### src/rtl/vedic_mac8.sv
// Streaming unsigned 8x8 multiply-accumulate: operand register, Vedic multiplier,
// product register, accumulator and a single-entry valid/ready result register.

module vedic2x2 (
  input  logic [1:0] i_a,
  input  logic [1:0] i_b,
  output logic [3:0] o_p
);
  logic w_c1;
  assign o_p[0] = i_a[0] & i_b[0];
  assign o_p[1] = (i_a[1] & i_b[0]) ^ (i_a[0] & i_b[1]);
  assign w_c1   = (i_a[1] & i_b[0]) & (i_a[0] & i_b[1]);
  assign o_p[2] = (i_a[1] & i_b[1]) ^ w_c1;
  assign o_p[3] = (i_a[1] & i_b[1]) & w_c1;
endmodule

module vedic4x4 (
  input  logic [3:0] i_a,
  input  logic [3:0] i_b,
  output logic [7:0] o_p
);
  logic [3:0] w_q0, w_q1, w_q2, w_q3;
  vedic2x2 u_m0 (.i_a(i_a[1:0]), .i_b(i_b[1:0]), .o_p(w_q0));
  vedic2x2 u_m1 (.i_a(i_a[3:2]), .i_b(i_b[1:0]), .o_p(w_q1));
  vedic2x2 u_m2 (.i_a(i_a[1:0]), .i_b(i_b[3:2]), .o_p(w_q2));
  vedic2x2 u_m3 (.i_a(i_a[3:2]), .i_b(i_b[3:2]), .o_p(w_q3));
  // Urdhva-tiryak: cross products land at the middle weight
  assign o_p = {4'b0, w_q0} + {2'b0, w_q1, 2'b0} + {2'b0, w_q2, 2'b0} + {w_q3, 4'b0};
endmodule

module vedic8x8 (
  input  logic [7:0]  i_a,
  input  logic [7:0]  i_b,
  output logic [15:0] o_p
);
  logic [7:0] w_q0, w_q1, w_q2, w_q3;
  vedic4x4 u_m0 (.i_a(i_a[3:0]), .i_b(i_b[3:0]), .o_p(w_q0));
  vedic4x4 u_m1 (.i_a(i_a[7:4]), .i_b(i_b[3:0]), .o_p(w_q1));
  vedic4x4 u_m2 (.i_a(i_a[3:0]), .i_b(i_b[7:4]), .o_p(w_q2));
  vedic4x4 u_m3 (.i_a(i_a[7:4]), .i_b(i_b[7:4]), .o_p(w_q3));
  assign o_p = {8'b0, w_q0} + {4'b0, w_q1, 4'b0} + {4'b0, w_q2, 4'b0} + {w_q3, 8'b0};
endmodule

module vedic_mac8 #(
  parameter int ACC_W = 24,
  parameter int CNT_W = 8
) (
  input  logic             clk,
  input  logic             rst_n,
  input  logic             in_valid,
  output logic             in_ready,
  input  logic [7:0]       in_a,
  input  logic [7:0]       in_b,
  input  logic             in_last,
  input  logic             acc_clr,
  output logic             out_valid,
  input  logic             out_ready,
  output logic [ACC_W-1:0] out_sum,
  output logic [CNT_W-1:0] out_cnt,
  output logic             out_ovf
);
  localparam logic [CNT_W-1:0] CNT_ONE = {{(CNT_W-1){1'b0}}, 1'b1};

  logic             r_v1, r_last1, r_v2, r_last2, r_ovf;
  logic [7:0]       r_a, r_b;
  logic [15:0]      r_prod;
  logic [ACC_W-1:0] r_acc, r_out_sum;
  logic [CNT_W-1:0] r_cnt, r_out_cnt;
  logic             r_out_valid, r_out_ovf;

  logic             w_en, w_acc_step, w_load;
  logic [15:0]      w_p;
  logic [ACC_W:0]   w_nxt;

  // A held, unconsumed result freezes the whole pipeline
  assign w_en       = !(r_out_valid && !out_ready);
  assign in_ready   = w_en && !acc_clr;
  assign w_acc_step = !acc_clr && w_en && r_v2;
  assign w_load     = w_acc_step && r_last2;
  assign w_nxt      = {1'b0, r_acc} + {{(ACC_W-15){1'b0}}, r_prod};

  vedic8x8 u_mul (.i_a(r_a), .i_b(r_b), .o_p(w_p));

  always_ff @(posedge clk or negedge rst_n) begin
    if (!rst_n) begin
      r_v1 <= 1'b0; r_last1 <= 1'b0; r_a <= '0; r_b <= '0;
      r_v2 <= 1'b0; r_last2 <= 1'b0; r_prod <= '0;
    end else if (acc_clr) begin
      r_v1 <= 1'b0;
      r_v2 <= 1'b0;
    end else if (w_en) begin
      r_v1 <= in_valid; r_last1 <= in_last; r_a <= in_a; r_b <= in_b;
      r_v2 <= r_v1; r_last2 <= r_last1; r_prod <= w_p;
    end
  end

  always_ff @(posedge clk or negedge rst_n) begin
    if (!rst_n) begin
      r_acc <= '0; r_cnt <= '0; r_ovf <= 1'b0;
    end else if (acc_clr || w_load) begin
      r_acc <= '0; r_cnt <= '0; r_ovf <= 1'b0;
    end else if (w_acc_step) begin
      r_acc <= w_nxt[ACC_W-1:0];
      r_cnt <= r_cnt + CNT_ONE;
      r_ovf <= r_ovf | w_nxt[ACC_W];
    end
  end

  // A new result may replace one being consumed in the same cycle
  always_ff @(posedge clk or negedge rst_n) begin
    if (!rst_n) begin
      r_out_valid <= 1'b0; r_out_sum <= '0; r_out_cnt <= '0; r_out_ovf <= 1'b0;
    end else if (w_load) begin
      r_out_valid <= 1'b1;
      r_out_sum   <= w_nxt[ACC_W-1:0];
      r_out_cnt   <= r_cnt + CNT_ONE;
      r_out_ovf   <= r_ovf | w_nxt[ACC_W];
    end else if (r_out_valid && out_ready) begin
      r_out_valid <= 1'b0;
    end
  end

  assign out_valid = r_out_valid;
  assign out_sum   = r_out_sum;
  assign out_cnt   = r_out_cnt;
  assign out_ovf   = r_out_ovf;
endmodule

### config.mk
export PLATFORM = sky130hd
export DESIGN_NAME = vedic_mac8
export DESIGN_NICKNAME = d
export VERILOG_FILES = /design/src/rtl/vedic_mac8.sv
export SDC_FILE = /design/constraint.sdc
export NUM_CORES = 1
export LEC_CHECK = 0
export CAP_MARGIN = 25
export CORE_ASPECT_RATIO = 1.25
export CORE_MARGIN = 8
export CORE_UTILIZATION = 42
export CTS_BUF_LIST = sky130_fd_sc_hd__clkbuf_2 sky130_fd_sc_hd__clkbuf_4 sky130_fd_sc_hd__clkbuf_8
export DETAILED_ROUTE_END_ITERATION = 16
export PLACE_DENSITY = 0.72
export SYNTH_ARGS = -nofsm -noshare
export SYNTH_HDL_FRONTEND = slang
export SYNTH_SLANG_ARGS = --single-unit
export TNS_END_PERCENT = 100
### constraint.sdc
create_clock -name clk -period 5.7 [get_ports clk]
set_clock_uncertainty 0.2 [all_clocks]
set_input_delay 1.425 -clock clk [delete_from_list [all_inputs] [get_ports clk]]
set_output_delay 1.425 -clock clk [all_outputs]
set_load 0.02 [all_outputs]
; ---- Word-level counts from Yosys, hierarchy flattened
; Cells that the tools add are included.
[classes]
add_sub_neg = 17
eq_ne = 1
mux = 12
bitwise = 131
reduce_logical = 12
[op_table]
columns = operator, n
row1 = 1-bit AND, 96
row2 = 24-bit two-way mux, 2
row3 = 7-bit by 6-bit adder with 8-bit output, 4
row4 = 8-bit adder, 4
row5 = 1-bit XOR, 32
row6 = 4-bit by 6-bit adder with 7-bit output, 4
row7 = 24-bit by 16-bit adder with 25-bit output, 1
row8 = 16-bit by 12-bit adder with 16-bit output, 1
row9 = 16-bit adder, 1
row10 = 8-bit two-way mux, 2
row11 = 8-bit by 12-bit adder with 13-bit output, 1
row12 = 8-bit by 1-bit adder with 8-bit output (second input constant), 1
row13 = 1-bit two-way mux, 8
row14 = 1-bit logical AND, 5
row15 = 2-bit nonzero test, 2
row16 = 1-bit zero test, 3
row17 = 2-bit != test (second input constant), 1
row18 = 1-bit inverter, 2
row19 = 2-bit AND reduction, 1
row20 = 1-bit logical OR, 1
row21 = 1-bit OR, 1
[totals]
regBits = 103
input_bits = 22
output_inout_bits = 35
wordCells = 187

; ---- Depth between registers and ports, before layout
; Gate-level depths: netlist of the first run.
[logic_depth]
ltp_word = 9
mapped_depth = 26
depth_no_buf = 26

; ---- Cells and area by module
; A second synthesis of the first run with hierarchy kept.
[unflattened]
cells_unflattened = 708
hier_area_um2 = 7359.6
[modules_own_cells]
columns = mod, instances, cells_per_inst, area_each_um2, seq_area_each_um2
row1 = vedic_mac8, 1, 438, 4998.5, 2577.5
row2 = vedic4x4, 4, 27, 249.0, 0.0
row3 = vedic2x2, 16, 6, 50.0, 0.0
row4 = vedic8x8, 1, 66, 564.3, 0.0

; ---- Worst setup path after synthesis of the first run
; Ideal clock, no wire load.
[synth_timing]
path_kind = register to register
from = reg r_a[3]
to = reg r_prod[13]
setup_ns = 0.095
arrival_ns = 5.095
required_time_ns = 5.405
path_slack_ns = 0.310
stages_incl_launch_ff = 22
n_path_buf = 0
period_less_slack_ns = 5.390
path_cell_list = dfrtp_1 -> and2_1 -> ha_1 -> ha_1 -> inv_1 -> fa_1 -> fa_1 -> inv_1 -> ha_1 -> fa_1 -> a21o_1 -> a21oi_1 -> xor2_1 -> fa_1 -> inv_1 -> ha_1 -> a21oi_1 -> o21ai_0 -> o211a_1 -> o21a_1 -> o21a_1 -> o31ai_1
[synth_via]
elab_chain_len = 9
elab_cells_between_ends = 33
classes_between = add/sub (9) / bitwise (24)
[synth_rtl]
columns = element, line
row1 = "start, declared", 65  ; logic [7:0] r_a, r_b;
row2 = "start signal, assigned", 92  ; r_v1 <= in_valid; r_last1 <= in_last; r_a <= in_a; r_b <= in_b;
row3 = 1-bit AND, "11, 12"
row4 = 1-bit AND, 12  ; assign w_c1 = (i_a[1] & i_b[0]) & (i_a[0] & i_b[1]);
row5 = 1-bit XOR or 1-bit AND (tied branches), "13, 14"
row6 = 4-bit by 6-bit adder with 7-bit output, 28  ; assign o_p = {4'b0, w_q0} + {2'b0, w_q1, 2'b0} + {2'b0, w_q2, 2'b0} + {w_q3, 4'b0};
row7 = 7-bit by 6-bit adder with 8-bit output, 28
row8 = 8-bit adder, 28
row9 = 8-bit by 12-bit adder with 13-bit output, 41  ; assign o_p = {8'b0, w_q0} + {4'b0, w_q1, 4'b0} + {4'b0, w_q2, 4'b0} + {w_q3, 8'b0};
row10 = 16-bit by 12-bit adder with 16-bit output *, 41
row11 = 16-bit adder *, 41
row12 = "end signal, assigned", 93  ; r_v2 <= r_v1; r_last2 <= r_last1; r_prod <= w_p;
row13 = "end, declared", 66  ; logic [15:0] r_prod;
; Mark *: on every way between the ends. The rest lies on a longest branch, timed or not.
; A chain may end at the register's enable or synchronous reset.

; ---- Final worst setup path of the first run
[layout_timing]
from = reg r_b[1]
to = reg r_prod[15]
[layout_via]
elab_chain_len = 9
elab_cells_between_ends = 33
classes_between = add/sub (9) / bitwise (24)
[layout_rtl]
columns = element, line
row1 = "start, declared", 65
row2 = "start signal, assigned", 92
row3 = 1-bit AND, "11, 12"
row4 = 1-bit AND, 12
row5 = 1-bit XOR or 1-bit AND (tied branches), "13, 14"
row6 = 4-bit by 6-bit adder with 7-bit output, 28
row7 = 7-bit by 6-bit adder with 8-bit output, 28
row8 = 8-bit adder, 28
row9 = 8-bit by 12-bit adder with 13-bit output *, 41
row10 = 16-bit by 12-bit adder with 16-bit output *, 41
row11 = 16-bit adder *, 41
; Marks and branches as above.

==> impl_metrics.toml, run 1 <==
[global_route]
gr-total-overflow = 0
grt_pass1_wl_mm = 26.4
grt_antenna_before_repair = 0
grt_pass1_vias = 5721
grt_use_total_pct = 14.5
grt_max_degree = 82

[power_and_ir_drop]
power.total_mw = 2.54
internal_power_mw = 1.57
swShare_pct = 38.0
pwr-share-clk_pct = 18.8
pwr-share-comb_pct = 44.8
power_per_cell_area_mw_per_mm2 = 294
p_switching_mw = 0.965
pwr-share-seq_pct = 36.4
ir_worst_vdd_mv = 0.115
power_leakage_nw = 4.46

[timing]
min_period_ns = 5.43
final-setup-viol-count = 0
setup_tns_ns = 0
fin_ws_ns = 0.266
slew_headroom_pct = 47.3
fin_crit_sh_pct = 95.3
maxSlewViolCount = 0
whs_ns = 0.282
tightest_slew_ns = 0.791
fmax_ghz = 0.184
hold_viol_final = 0

[die]
die_h_um = 165
initial_core_util_pct = 42.7
die_area_mm2 = 0.0223
rows = 54
core_area_mm2 = 0.0174
pin_count = 57
die_x_um = 135

[critical_path]
r2r_start = "r_b[1]$_DFFE_PN0P_"
setup.worst_path.end_class = "register"
reg2reg_depth = 23
critPathKind = "register to register"
path_max_fanout = 6
r2r-end = "r_prod[15]$_DFFE_PN0P_"
cp-start-kind = "register"
reg2reg_slack_ns = 0.27
worstPathArrival_ns = 5.48
crit_required_ns = 5.75

[placed_design]
dpl.hpwl_mm = 11.6
placement.setup.worst_slack_ns = -0.0225
gp_congestion = 0.821
portBuffers = 56

[synth]
avgSynthCellArea_um2 = 9.19
synth_nets = 942
netlist_instances = 810
ys_types = 48
ys_ff_latch = 103
yosys_warnings = 0
yosysSeqAreaShare_pct = 34.6
synth_area_mm2 = 0.00744

[detailed_routing]
wl_met1_mm = 6.96
viasPerCell = 5.06
drtAntennaViolNets = 0
wl_met2_mm = 7.50
wl_mm = 15.3
vias = 5605
first_iter_violations = 175
drc = 0
wl_met3_um = 433
drt_first_pass_iters = 5
highest_layer = "met4"
wl_per_cell_um = 13.8

[outcome]
outcome = "finished clean"

[clock_tree]
clock_latency_ns = 0.39
cts.htree.levels = 3
cts_sinks = 103
cts_tree = "yes"
clock_path_buffers = 2
clk_pin_slew_worst_paths_ns = 0.10
numCtsBuffers = 9
ctsHoldBuffers = 0
root_buffer = "clkbuf_8"

[hold_path]
hold_start = "r_last1$_DFFE_PN0P_"
hold_path_class = "register to register"
min_to = "r_last2$_DFFE_PN0P_"
whs_path_depth = 2

[cells_and_area]
final_common_cell = "nand2_1"
drive_gt1_share_pct = 8.04
layout_common_cells = "152 x nand2_1, 102 x dfrtp_1, 82 x ha_1"
final_util_pct = 49.5
antenna_cells = 0
nNetsFinal = 1010
area_growth_pct = 15.9

[job]
maxCapViolCount = 0
==> cells by family after synthesis <==
kind of cell,count (synthesis),synth area share (%)
buffers and inverters,96,4.96
AOI/OAI and AO/OA,165,14.2
muxes,16,2.37
adders and majority gates,110,21.2
DFF,103,34.6
and+or+nand+nor,271,16.8
xor gates and xnor gates,49,5.77
==> repair_timing <==
action                     CTS  global route
setup buffers                0             5
gates resized for setup      1            13
setup endpoints to repair    3             5
pin swaps                    0             5
==> metal layers <==
layer	vias to the layer above	track usage, %
met5	-	0
met4	0	6.17
met3	25	2.07
met2	71	25.5
met1	2666	17.4
li1	2843	-
==> Yosys cell counts, drive strengths merged <==
master,count,area share (%)
or4,1,0.10
nand3b,1,0.10
nor2b,1,0.084
a21o,19,1.9
mux2,13,2.0
o31ai,3,0.37
o21ai,57,3.9
buf,7,0.47
xnor2,29,3.4
clkbuf,13,0.66
or2,2,0.17
a21oi,36,2.5
o211a,1,0.13
o21a,8,0.81
and2,56,4.7
or3,5,0.49
nand3,8,0.54
dfrtp,103,35
xor2,20,2.4
and3,11,0.92
mux2i,3,0.40
nand2,152,7.7
o22ai,1,0.084
a22o,18,2.1
inv,76,3.8
fa,27,7.3
nor4,1,0.084
nand2b,6,0.50
o21bai,5,0.50
a211oi,7,0.84
nor2,22,1.1
nor3,4,0.27
a31o,1,0.12
a2bb2oi,1,0.12
ha,83,14
nand4,1,0.084
o211ai,6,0.67
a31oi,2,0.17
==> critical path, cell delays in order, from the launching register on <==
cell	delay, ns
dfrtp_2	0.45
and2_1	0.15
ha_1	0.18
ha_1	0.27
inv_1	0.06
fa_1	0.59
inv_1	0.06
ha_1	0.28
a21o_1	0.18
a21oi_1	0.18
xnor2_1	0.09
ha_1	0.33
a21oi_2	0.08
nor2b_1	0.14
o21ai_2	0.08
nand3b_1	0.18
xor2_1	0.18
fa_1	0.54
inv_1	0.04
ha_1	0.23
or3_1	0.37
o211ai_1	0.19
xnor2_1	0.14
o21ai_0	0.09
==> per-stage QoR <==
stage	std cells	area (µm²)
after global routing	1107	8620
after CTS	1101	8510
after global placement	1085	8310
after detailed placement	1085	8310
after floorplan	810	7440
final	1107	8620
==> state kept, by name, indices dropped and copies added (netlist names) <==
name / cells
r_last1: 1
r_last2: 1
out_sum: 24
r_a: 8
out_cnt: 8
r_v1: 1
r_cnt: 8
out_valid: 1
r_acc: 24
r_prod: 16
r_v2: 1
r_b: 8
r_ovf: 1
out_ovf: 1
==> cell type report <==
cell class,count,area [µm²]
Clock buffer,10,131
Clock inverter,6,66.3
Fill cell,1667,8810
Inverter,76,285
Multi-Input combinational cell,611,4540
Sequential cell,103,2580
Tap cell,224,280
Timing Repair Buffer,77,736
==> worst max path at each step <==
stage                       start                endpoint  slack (ns)
2_1_floorplan  r_a[3]$_DFFE_PN0P_  r_prod[13]$_DFFE_PN0P_        0.31
3_3_place_gp   r_b[1]$_DFFE_PN0P_  r_prod[13]$_DFFE_PN0P_        0.14
3_5_place_dp   r_b[1]$_DFFE_PN0P_  r_prod[13]$_DFFE_PN0P_       -0.02
4_1_cts        r_b[1]$_DFFE_PN0P_  r_prod[13]$_DFFE_PN0P_        0.02
5_1_grt        r_b[0]$_DFFE_PN0P_  r_prod[14]$_DFFE_PN0P_      -0.008
6_report       r_b[1]$_DFFE_PN0P_  r_prod[15]$_DFFE_PN0P_        0.27
==> power groups by stage <==
stage | registers (mW) | logic, mW | clock network [mW]
CTS | 0.926 | 1.10 | 0.494
detailed placement | 0.940 | 1.10 | 0
finish | 0.924 | 1.14 | 0.477
global route | 0.942 | 1.29 | 0.519
floorplan | 0.982 | 0.715 | 0
global placement | 0.938 | 1.07 | 0
Power figures use the tool's default switching activity.
==> inputs of run 2 (changes only) <==
--- a/config.mk
+++ b/config.mk
@@ -12,7 +12,9 @@
 export CTS_BUF_LIST = sky130_fd_sc_hd__clkbuf_2 sky130_fd_sc_hd__clkbuf_4 sky130_fd_sc_hd__clkbuf_8
 export DETAILED_ROUTE_END_ITERATION = 16
 export PLACE_DENSITY = 0.72
+export SKIP_CTS_REPAIR_TIMING = 1
 export SYNTH_ARGS = -nofsm -noshare
 export SYNTH_HDL_FRONTEND = slang
+export SYNTH_HIERARCHICAL = 1
 export SYNTH_SLANG_ARGS = --single-unit
 export TNS_END_PERCENT = 100
==> impl_metrics.toml, run 2 <==
[die]
initial_core_util_pct = 42.5
core_area_mm2 = 0.0173
rows = 54
die_x_um = 134
die_area_mm2 = 0.0220
die_h_um = 164
pin_count = 57

[power_and_ir_drop]
power_leakage_nw = 3.89
ir_worst_vdd_mv = 0.282
pwr-share-seq_pct = 29.9
power.total_mw = 3.31
power_per_cell_area_mw_per_mm2 = 397
p_switching_mw = 1.36
swShare_pct = 41.0
pwr-share-clk_pct = 13.2
internal_power_mw = 1.95
pwr-share-comb_pct = 56.9

[critical_path]
r2r_start = "r_a[3]$_DFFE_PN0P_"
cp_slowest_stage_delay_ns = 0.57
r2r-end = "r_prod[15]$_DFFE_PN0P_"
path_max_fanout = 9
setup.worst_path.end_class = "register"
worstPathArrival_ns = 5.00
crit_required_ns = 5.78
critPathKind = "register to register"
reg2reg_slack_ns = 0.78
slowest_stage = "fa_1"
path_cells = "and2_1 > ha_1 > ha_1 > fa_1 > inv_1 > fa_1 > nand2b_1 > a21oi_2 > xor2_1 > fa_1 > ha_1 > nor2b_4 > o31a_1 > o21ai_2 > nor2_1 > xor2_1 > mux2_2"
cp-start-kind = "register"
reg2reg_depth = 17

[synth]
async_flop_share_pct = 100
synth_common_cells = "103 x dfrtp_1, 73 x ha_1, 64 x and2_1, 53 x inv_1, 51 x mux2_2"
yosysSeqAreaShare_pct = 35.0
synth_edf_count = 0
yosysTopAreaCellShare_pct = 35.0
netlist_instances = 708
avgSynthCellArea_um2 = 10.4
ys.flop_type = "dfrtp_1"
yosys.area.top_type = "dfrtp_1"
yosys_warnings = 6
ys_top_cells_by_area = "dfrtp_1 35%, ha_1 12%, fa_1 8.2%"
synth_area_mm2 = 0.00736
synth_nets = 833
synth_most_common_cell = "dfrtp_1"
ys_types = 56
ys_ff_latch = 103

[clock_tree]
clk_pin_slew_worst_paths_ns = 0.10
clock_latency_ns = 0.39
cts.htree.levels = 3
cts_tree = "yes"
root_buffer = "clkbuf_8"
numCtsBuffers = 9
clock_path_buffers = 2
cts_sinks = 103

[placed_design]
dp.cells = 969
dpl_cell_area_mm2 = 0.00813
portBuffers = 56
dpl.hpwl_mm = 11.4
gp_congestion = 0.883

[cells_and_area]
stdcell_area_mm2 = 0.00833
final_util_pct = 48.2
final_common_cell = "dfrtp_1"
nNetsFinal = 882
fin_cells = 985
layout_common_cells = "103 x dfrtp_1, 73 x ha_1, 64 x and2_1"
area_growth_pct = 13.2
antenna_cells = 0
drive_gt1_share_pct = 14.1

[detailed_routing]
first_iter_violations = 286
drtAntennaViolNets = 0
drt_first_pass_iters = 4
vias = 5079
wl_per_cell_um = 15.1
drc = 0
viasPerCell = 5.16
wl_mm = 14.9

[hold_path]
hold_path_class = "register to register"
hold_start = "out_cnt[3]$_DFFE_PN0P_"
whs_path_depth = 2
min_to = "out_cnt[3]$_DFFE_PN0P_"

[timing]
setup_tns_ns = 0
fmax_ghz = 0.203
hold_viol_final = 0
tightest_slew_ns = 0.844
maxSlewViolCount = 0
grt_setup_unrepaired = "false"
final-setup-viol-count = 0
fin_crit_sh_pct = 86.2
slew_headroom_pct = 43.7
min_period_ns = 4.92

[global_route]
grt_pass1_vias = 5288
gr-total-overflow = 0
busiest_layer = "met2"
use_met2_pct = 25.2
grt_max_degree = 75
grt_use_total_pct = 14.3
met3_usage_pct = 2.54
grt_pass1_wl_mm = 25.3
grt_use_met1_pct = 17.1
grt_antenna_before_repair = 0

[outcome]
outcome = "finished clean"

[job]
maxCapViolCount = 0
## run 2: cell count changes after synthesis, moves of 7 or more
cell	before	now
a21o_1	19	11
a21oi_2	1	12
and2_1	56	64
and3_1	11	4
buf_2	4	11
ha_1	83	73
inv_1	75	53
mux2_2	13	51
nand2_1	152	44
o21ai_0	53	28
o21ai_1	3	18
## run 2: cell type report
| class | count | area (µm²) |
|---|---|---|
| Fill cell | 1670 | 8960 |
| Multi-Input combinational cell | 528 | 4480 |
| Sequential cell | 103 | 2580 |
| Timing Repair Buffer | 62 | 623 |
| Tap cell | 224 | 280 |
| Inverter | 53 | 199 |
| Clock buffer | 11 | 145 |
| Clock inverter | 4 | 32.5 |
## run 2: power groups by stage
stage / clock network (mW) / logic (mW) / registers, mW
detailed placement: 0 / 1.88 / 1.01
global placement: 0 / 1.86 / 1.00
global route: 0.486 / 2.13 / 1.01
floorplan: 0 / 1.37 / 1.03
finish: 0.437 / 1.88 / 0.989
CTS: 0.456 / 1.90 / 0.992
## run 2: logic make-up (layout without fill, tap and decap cells)
family	Yosys count	in the layout	synth area share (%)
adder cells (fa/ha/maj)	103	103	20.6
AO/OA/AOI/OAI	152	152	14.0
AND/OR/NAND/NOR	174	174	12.6
flip-flops	103	103	35.0
XOR/XNOR	46	46	5.47
multiplexers	53	53	8.08
buffers and inverters	77	130	4.28
## run 2: worst max-delay path: cells and delay by family (launching register included)
family,cells,cell delay (ns)
AND/OR/NAND/NOR,4,0.57
multiplexers,1,0.26
XOR/XNOR,2,0.37
adder cells (fa/ha/maj),6,2.29
buffers and inverters,1,0.07
AO/OA/AOI/OAI,3,0.57
flip-flops,1,0.48
## run 2: through the flow
stage	setup WS, ns	hold WS [ns]
final	0.784	0.284
after global routing	0.445	0.321
after CTS	0.747	0.292
after detailed placement	0.768	0.269
after global placement	0.835	0.261
after floorplan	1.03	0.270
## run 2: worst max path at each step
stage	start	slack, ns	cells past startpoint	endpoint
after floorplan	r_b[0]$_DFFE_PN0P_	1.03	17	r_prod[15]$_DFFE_PN0P_
after global placement	r_a[0]$_DFFE_PN0P_	0.84	20	r_prod[15]$_DFFE_PN0P_
after detailed placement	r_a[1]$_DFFE_PN0P_	0.77	20	r_prod[15]$_DFFE_PN0P_
after CTS	r_a[3]$_DFFE_PN0P_	0.75	17	r_prod[15]$_DFFE_PN0P_
after global routing	r_b[0]$_DFFE_PN0P_	0.45	20	r_prod[15]$_DFFE_PN0P_
final	r_a[3]$_DFFE_PN0P_	0.78	17	r_prod[15]$_DFFE_PN0P_
## run 2: routing by layer
layer | vias to the layer above | wire, µm | part of all wire, %
li1 | 2524 | - | -
met1 | 2484 | 6850 | 46
met2 | 55 | 7390 | 50
met3 | 16 | 363 | 2.4
met4 | 0 | 257 | 1.7
met5 | - | 0 | 0
==> inputs of run 3 (changes only) <==
--- a/config.mk
+++ b/config.mk
@@ -11,7 +11,7 @@
 export CORE_UTILIZATION = 42
 export CTS_BUF_LIST = sky130_fd_sc_hd__clkbuf_2 sky130_fd_sc_hd__clkbuf_4 sky130_fd_sc_hd__clkbuf_8
 export DETAILED_ROUTE_END_ITERATION = 16
-export PLACE_DENSITY = 0.72
+export PLACE_DENSITY = 0.7
 export SKIP_CTS_REPAIR_TIMING = 1
 export SYNTH_ARGS = -nofsm -noshare
 export SYNTH_HDL_FRONTEND = slang
==> constraint.sdc (replaced) <==
create_clock -name clk -period 6.1 [get_ports clk]
set_clock_uncertainty 0.2 [all_clocks]
set_input_delay 1.525 -clock clk [delete_from_list [all_inputs] [get_ports clk]]
set_output_delay 1.525 -clock clk [all_outputs]
set_load 0.02 [all_outputs]
==> impl_metrics.toml, run 3 (synthesis results as in run 2) <==
[cells_and_area]
antenna_cells = 0
regArea_mm2 = 0.00258
area_growth_pct = 13.6
nNetsFinal = 882
layout_common_cells = "103 x dfrtp_1, 73 x ha_1, 64 x and2_1"
drive_gt1_share_pct = 14.2
fin_cells = 986
multiInputGateArea_mm2 = 0.00448
final_common_cell = "dfrtp_1"
fill_cells = 1634
final_util_pct = 48.3

[die]
core_area_mm2 = 0.0173
die_h_um = 164
die_x_um = 134
rows = 54
die_area_mm2 = 0.0220
pin_count = 57
initial_core_util_pct = 42.5

[global_route]
grt_use_met1_pct = 17.1
grt_pass1_wl_mm = 26.0
grt_max_degree = 56
use_met2_pct = 26.0
met3_usage_pct = 2.14
grt_pass1_vias = 5300
grt_antenna_before_repair = 0
gr-total-overflow = 0
busiest_layer = "met2"
grt_use_total_pct = 14.6

[outcome]
outcome = "finished clean"

[timing]
tightest_slew_ns = 1.03
fin_ws_ns = 1.11
min_period_ns = 4.99
setup_tns_ns = 0
final-setup-viol-count = 0
grt_setup_unrepaired = "false"
hold_viol_final = 0
fmax_ghz = 0.200
maxSlewViolCount = 0
slew_headroom_pct = 31.0
fin_crit_sh_pct = 81.8
whs_ns = 0.289

[clock_tree]
clock_latency_ns = 0.38
cts_tree = "yes"
clock_path_buffers = 2
numCtsBuffers = 9
root_buffer = "clkbuf_8"
clk_pin_slew_worst_paths_ns = 0.11
cts.htree.levels = 3
cts_sinks = 103

[power_and_ir_drop]
power_leakage_nw = 3.92
ir_worst_vdd_mv = 0.237
power_per_cell_area_mw_per_mm2 = 375

[placed_design]
placement.setup.worst_slack_ns = 1.12
dp.cells = 969
gp_congestion = 0.848
dpl.hpwl_mm = 11.5
portBuffers = 56

[job]
maxCapViolCount = 0

[detailed_routing]
drc = 0
wl_per_cell_um = 15.3
vias = 5128
drtAntennaViolNets = 0
first_iter_violations = 158
wl_mm = 15.1
drt_first_pass_iters = 4
viasPerCell = 5.20

[hold_path]
hold_path_class = "register to register"

[critical_path]
cp-start-kind = "register"
path_max_fanout = 9
worstPathArrival_ns = 5.07
crit_required_ns = 6.18
setup.worst_path.end_class = "register"
reg2reg_slack_ns = 1.11
critPathKind = "register to register"
[run 3: area by class of cell]
class	instances	share of cell area [%]
clock buffer	10	1.65
clock inverter	6	0.868
inverter	53	2.38
multi-input combinational	528	53.5
sequential	103	30.8
tap	224	3.35
timing repair buffer	62	7.37
[run 3: critical path, cell delays in order, from the launching register on]
cell,delay [ns]
dfrtp_1,0.48
and2_1,0.21
ha_1,0.20
ha_1,0.27
inv_1,0.05
fa_1,0.40
inv_1,0.06
ha_1,0.15
inv_1,0.05
fa_1,0.39
nand2b_1,0.17
a21oi_2,0.13
xor2_1,0.24
fa_1,0.43
ha_1,0.36
nor2b_4,0.15
o31a_1,0.28
o21ai_2,0.18
nor2_1,0.07
xor2_1,0.14
mux2_2,0.26
[run 3: metal layers]
layer  wire, µm  up-vias
met1       6670     2513
met5          0        -
met3        455       22
met4        310        0
met2       7620       67
li1           -     2526
[run 3: worst paths after layout]
path                                        start  cells after the start                      to
hold / removal             out_cnt[4]$_DFFE_PN0P_                      2  out_cnt[4]$_DFFE_PN0P_
max in group asynchronous                   rst_n                      2  out_sum[8]$_DFFE_PN0P_
setup reg to reg               r_b[0]$_DFFE_PN0P_                     20  r_prod[15]$_DFFE_PN0P_
hold reg to reg            out_cnt[4]$_DFFE_PN0P_                      2  out_cnt[4]$_DFFE_PN0P_
min in group asynchronous                   rst_n                      1  out_cnt[6]$_DFFE_PN0P_
setup / recovery               r_b[0]$_DFFE_PN0P_                     20  r_prod[15]$_DFFE_PN0P_
[run 3: through the flow]
stage	power, mW	area (µm²)
after detailed placement	2.70	8130
after floorplan	2.25	7360
after CTS	3.19	8340
after global routing	3.43	8360
final	3.14	8360
after global placement	2.67	8130
[run 3: where the power goes]
group          internal (mW)  switching [mW]  leakage (nW)  total [mW]
combinational          0.840           0.910          2.47        1.75
sequential             0.816           0.108          1.34       0.924
clock                  0.208           0.256         0.110       0.464
total                   1.86            1.27          3.92        3.14
